**src/rtl/forward_scoreboard.sv**
```systemverilog
// Forwarding scoreboard: tracks in-flight writers and produces operand selects and a load-use stall.
// Define FWD_STALL_COUNT_EN to enable the saturating stall_count counter; otherwise stall_count is tied to 0.
module forward_scoreboard #(
  parameter int ADDR_WIDTH = 5,
  parameter int DEPTH      = 3,
  parameter int SEL_WIDTH  = 2
) (
  input  logic                  clk,
  input  logic                  rst,
  input  logic                  id_valid,
  input  logic [ADDR_WIDTH-1:0] id_rs1,
  input  logic [ADDR_WIDTH-1:0] id_rs2,
  input  logic [ADDR_WIDTH-1:0] id_rd,
  input  logic                  id_we,
  input  logic                  id_is_load,
  input  logic                  flush,
  output logic [SEL_WIDTH-1:0]  op1_select,
  output logic [SEL_WIDTH-1:0]  op2_select,
  output logic                  stall,
  output logic [15:0]           stall_count
);

  localparam int RD_BITS = DEPTH * ADDR_WIDTH;

  logic [DEPTH-1:0]   ent_valid;
  logic [DEPTH-1:0]   ent_we;
  logic [DEPTH-1:0]   ent_load;
  logic [RD_BITS-1:0] ent_rd;

  logic [DEPTH-1:0]   hit_rs1;
  logic [DEPTH-1:0]   hit_rs2;
  logic [DEPTH-1:0]   valid_src;
  logic               insert;

  always_comb begin
    logic [ADDR_WIDTH-1:0] rd_k;
    rd_k    = '0;
    hit_rs1 = '0;
    hit_rs2 = '0;
    for (int k = 0; k < DEPTH; k++) begin
      rd_k       = ent_rd[k*ADDR_WIDTH +: ADDR_WIDTH];
      hit_rs1[k] = ent_valid[k] & ent_we[k] & (rd_k != '0) & (rd_k == id_rs1);
      hit_rs2[k] = ent_valid[k] & ent_we[k] & (rd_k != '0) & (rd_k == id_rs2);
    end
  end

  // Scan oldest to youngest so the youngest matching producer overwrites last.
  always_comb begin
    op1_select = '0;
    op2_select = '0;
    for (int k = DEPTH - 1; k >= 0; k--) begin
      if (hit_rs1[k]) op1_select = SEL_WIDTH'(k + 1);
      if (hit_rs2[k]) op2_select = SEL_WIDTH'(k + 1);
    end
  end

  assign stall  = id_valid & ~flush & ent_load[0] & (hit_rs1[0] | hit_rs2[0]);
  assign insert = id_valid & ~stall & ~flush;

  always_comb begin
    valid_src    = ent_valid;
    valid_src[0] = ent_valid[0] & ~flush;
  end

  // Shift toward higher indices; the new entry lands at index 0 and the oldest drops off the top.
  always_ff @(posedge clk) begin
    if (rst) begin
      ent_valid <= '0;
      ent_we    <= '0;
      ent_load  <= '0;
      ent_rd    <= '0;
    end else begin
      ent_valid <= DEPTH'({valid_src, insert});
      ent_we    <= DEPTH'({ent_we, id_we});
      ent_load  <= DEPTH'({ent_load, id_is_load});
      ent_rd    <= RD_BITS'({ent_rd, id_rd});
    end
  end

`ifdef FWD_STALL_COUNT_EN
  logic [15:0] stall_cnt_q;

  always_ff @(posedge clk) begin
    if (rst) begin
      stall_cnt_q <= 16'h0000;
    end else if (stall && (stall_cnt_q != 16'hFFFF)) begin
      stall_cnt_q <= stall_cnt_q + 16'h0001;
    end
  end

  assign stall_count = stall_cnt_q;
`else
  assign stall_count = 16'h0000;
`endif

endmodule
```
**config.mk**
```make
export PLATFORM = sky130hd
export DESIGN_NAME = forward_scoreboard
export DESIGN_NICKNAME = d
export VERILOG_FILES = /design/src/rtl/forward_scoreboard.sv
export SDC_FILE = /design/constraint.sdc
export NUM_CORES = 1
export LEC_CHECK = 0
export CAP_MARGIN = 5
export CORE_ASPECT_RATIO = 0.6
export CORE_UTILIZATION = 44
export CTS_CLUSTER_DIAMETER = 200
export DETAILED_ROUTE_END_ITERATION = 10
export HOLD_SLACK_MARGIN = 0.05
export PLACE_DENSITY = 0.77
export SETUP_SLACK_MARGIN = 0.1
export SLEW_MARGIN = 20
export SYNTH_ARGS = -nofsm -noshare
export SYNTH_HDL_FRONTEND = slang
export SYNTH_SLANG_ARGS = --single-unit
```
**constraint.sdc**
```tcl
create_clock -name clk -period 2.1 [get_ports clk]
set_input_delay 0.42 -clock clk [delete_from_list [all_inputs] [get_ports clk]]
set_output_delay 0.42 -clock clk [all_outputs]
set_load 0.02 [all_outputs]
```
==> flow_summary.json <==
{
  "run_status": "finished, violations left",
  "failed_checks": "setup timing",
  "utilization_pct": 73.2,
  "drtIter0Drc": 19,
  "tightest_slew_ns": 0.528,
  "die_w_um": 69.0,
  "whs_path_depth": 1,
  "grt_pass1_vias": 980,
  "cts_tree": "done",
  "p_leak_uw": 0.000808,
  "mostFrequentLayoutCells": "buf_4, nor2b_1, dfxtp_1",
  "critPathRequiredTime_ns": 1.68,
  "finalWorstSetupSlack_ns": -0.277,
  "timing.hold.ws_ns": 0.468,
  "finalSetupTns_ns": -1.22,
  "power_uw": 923,
  "gr-total-overflow": 0,
  "yosysSeqAreaShare_pct": 37.2,
  "antenna_cells": 0,
  "core-area_um2": 2520,
  "ios": 42,
  "cap_violations": 0,
  "place.gp.congestion": 0.975,
  "numClockSinks": 22,
  "clock_tree.buffer_depth": 2,
  "max_freq_ghz": 0.421,
  "cp_max_fo": 2,
  "fin_nets": 209,
  "drive_gt1_share_pct": 34.9,
  "clockRootBuffer": "clkbuf_8",
  "setup_violations": 5,
  "firstDrtPassIters": 4,
  "worstHoldStart": "ent_valid[1]",
  "synth.avg_cell_area_um2": 9.47,
  "hold_path_class": "reg -> reg",
  "final_common_cell": "buf_4",
  "fin_area_um2": 1850,
  "reg2reg_depth": 8,
  "routed_wirelength_um": 2860,
  "die_h_um": 42.2,
  "path_class": "in -> out",
  "postRouteAntennaNets": 0,
  "hold_viol_final": 0,
  "ir_drop_uv": 528,
  "endpoint_kind": "primary output",
  "start_util_pct": 46.9,
  "cp-start-kind": "input port",
  "reg2reg_slack_ns": 0.14,
  "syn2layout_area_growth_pct": 56.0,
  "vias_per_cell": 4.66,
  "fin_crit_ns": 2.38,
  "final.period_utilization_pct": 113,
  "synth_cell_types": 26,
  "ys_ff_latch": 22,
  "r2r_start": "ent_rd[3]",
  "wl_per_cell_um": 13.1,
  "synth_warnings": 0,
  "worstReg2RegEnd": "ent_valid[0]",
  "num_vias": 1016,
  "drt_drc_violations_left": 0,
  "finClkSkew_ns": 0.00138,
  "grt_use_total_pct": 21.8,
  "synthCells": 125,
  "placed_area_um2": 1650,
  "powerDensity_nw_per_um2": 500,
  "rows": 14,
  "die_area_um2": 2910,
  "rsz0062_at_grt": "true",
  "relSlewSlack_pct": 64.5,
  "hold-path-endpoint": "ent_valid[2]",
  "path_clk_slew_ns": 0.07,
  "cts_max_level": 1,
  "clkLatencyLatePin_ns": 0.25,
  "worstPathArrival_ns": 1.96,
  "hold_buffers": 0,
  "antenna_found_initial": 0,
  "cts_buffers": 3,
  "synthesis.area_um2": 1180,
  "dp_hpwl_um": 2150,
  "grt_max_degree": 20,
  "slew_viol_final": 0,
  "grt_first_pass_wirelength_um": 4470,
  "numPortBuffers": 25
}
metal layers:
| metal | global-route usage [%] | up-vias | part of all wire (%) |
|---|---|---|---|
| met5 | 0 | - | 0 |
| met4 | 11.0 | 0 | 1.7 |
| met3 | 2.72 | 4 | 4.0 |
| met2 | 33.2 | 32 | 47 |
| met1 | 29.9 | 471 | 48 |
| li1 | - | 509 | - |
worst max-delay path, cell delays in order:
cell and delay, ns:
clkdlybuf4s15_1 0.20, xnor2_1 0.29, nand3_2 0.12, or3_4 0.44, a2111oi_4 0.29, buf_4 0.19
cell usage after synthesis (all sizes together):
cell	instances	area share, %
o21ai	2	0.85
dfxtp	22	37
nand4	1	0.53
xor2	12	8.9
nor2	2	0.63
and4	1	0.74
or4	2	1.3
nor2b	20	11
o22ai	1	0.53
nand2	2	0.63
nor3	2	0.85
nor4	2	1.1
a2111oi	2	2.5
or3	3	1.6
buf	16	10
o21a	2	1.3
clkbuf	2	0.63
o211ai	2	1.7
inv	2	0.63
nor3b	1	0.63
nand3	5	2.1
o311a	1	0.85
conb	1	0.32
and3	1	0.53
xnor2	18	13
cell type report:
class | instances | area, um^2
multi-input combinational | 98 | 766
fill | 203 | 676
timing repair buffer | 61 | 543
sequential | 22 | 449
clock buffer | 3 | 41.3
tap | 32 | 40.0
inverter | 2 | 7.51
worst max path at each step:
stage,from,to,slack [ns],cells after the start
2_1_floorplan,id_rs2[0],stall,0.16,4
3_3_place_gp,id_rs2[0],stall,-0.89,6
6_report,id_rs1[1],stall,-0.28,6
3_5_place_dp,id_rs2[2],stall,-0.91,6
5_1_grt,id_rs1[1],stall,-0.34,6
4_1_cts,ent_rd[3],op2_select[1],-0.24,6
flip-flops by register name (all words and copies together) (netlist names):
| signal | flops |
|---|---|
| ent_rd | 15 |
| ent_valid | 3 |
| ent_we | 3 |
| ent_load | 1 |
through the flow:
step / setup WS [ns] / instances
3_3_place_gp: -0.893 / 207
5_1_grt: -0.338 / 218
2_1_floorplan: 0.164 / 140
3_5_place_dp: -0.913 / 207
4_1_cts: -0.244 / 216
6_report: -0.277 / 218
kinds of logic (layout without fill, tap and decap cells):
| kind of cell | after synthesis | count (layout) | share of synthesized area, % |
|---|---|---|---|
| xor gates and xnor gates | 30 | 30 | 22.2 |
| DFF | 22 | 22 | 37.2 |
| and+or+nand+nor | 42 | 42 | 21.1 |
| other | 1 | 16 | 0.317 |
| buffers and inverters | 20 | 66 | 11.4 |
| AOI/OAI and AO/OA | 10 | 10 | 7.72 |
what timing repair did:
item / 4_1_cts / 5_1_grt
endpoints found under the setup margin: 5 / 6
pin swaps: 12 / 8
buffers inserted: 6 / 2
hold endpoints to repair: 0 / 0
gates resized for setup: 53 / 13
report_power, final:
group	switching (uW)	internal, uW	leakage, uW
combinational	103	124	0.000604
sequential	15.9	434	0.000182
clock	118	128	0.0000216
total	237	686	0.000808
Power figures use the tool's default switching activity.
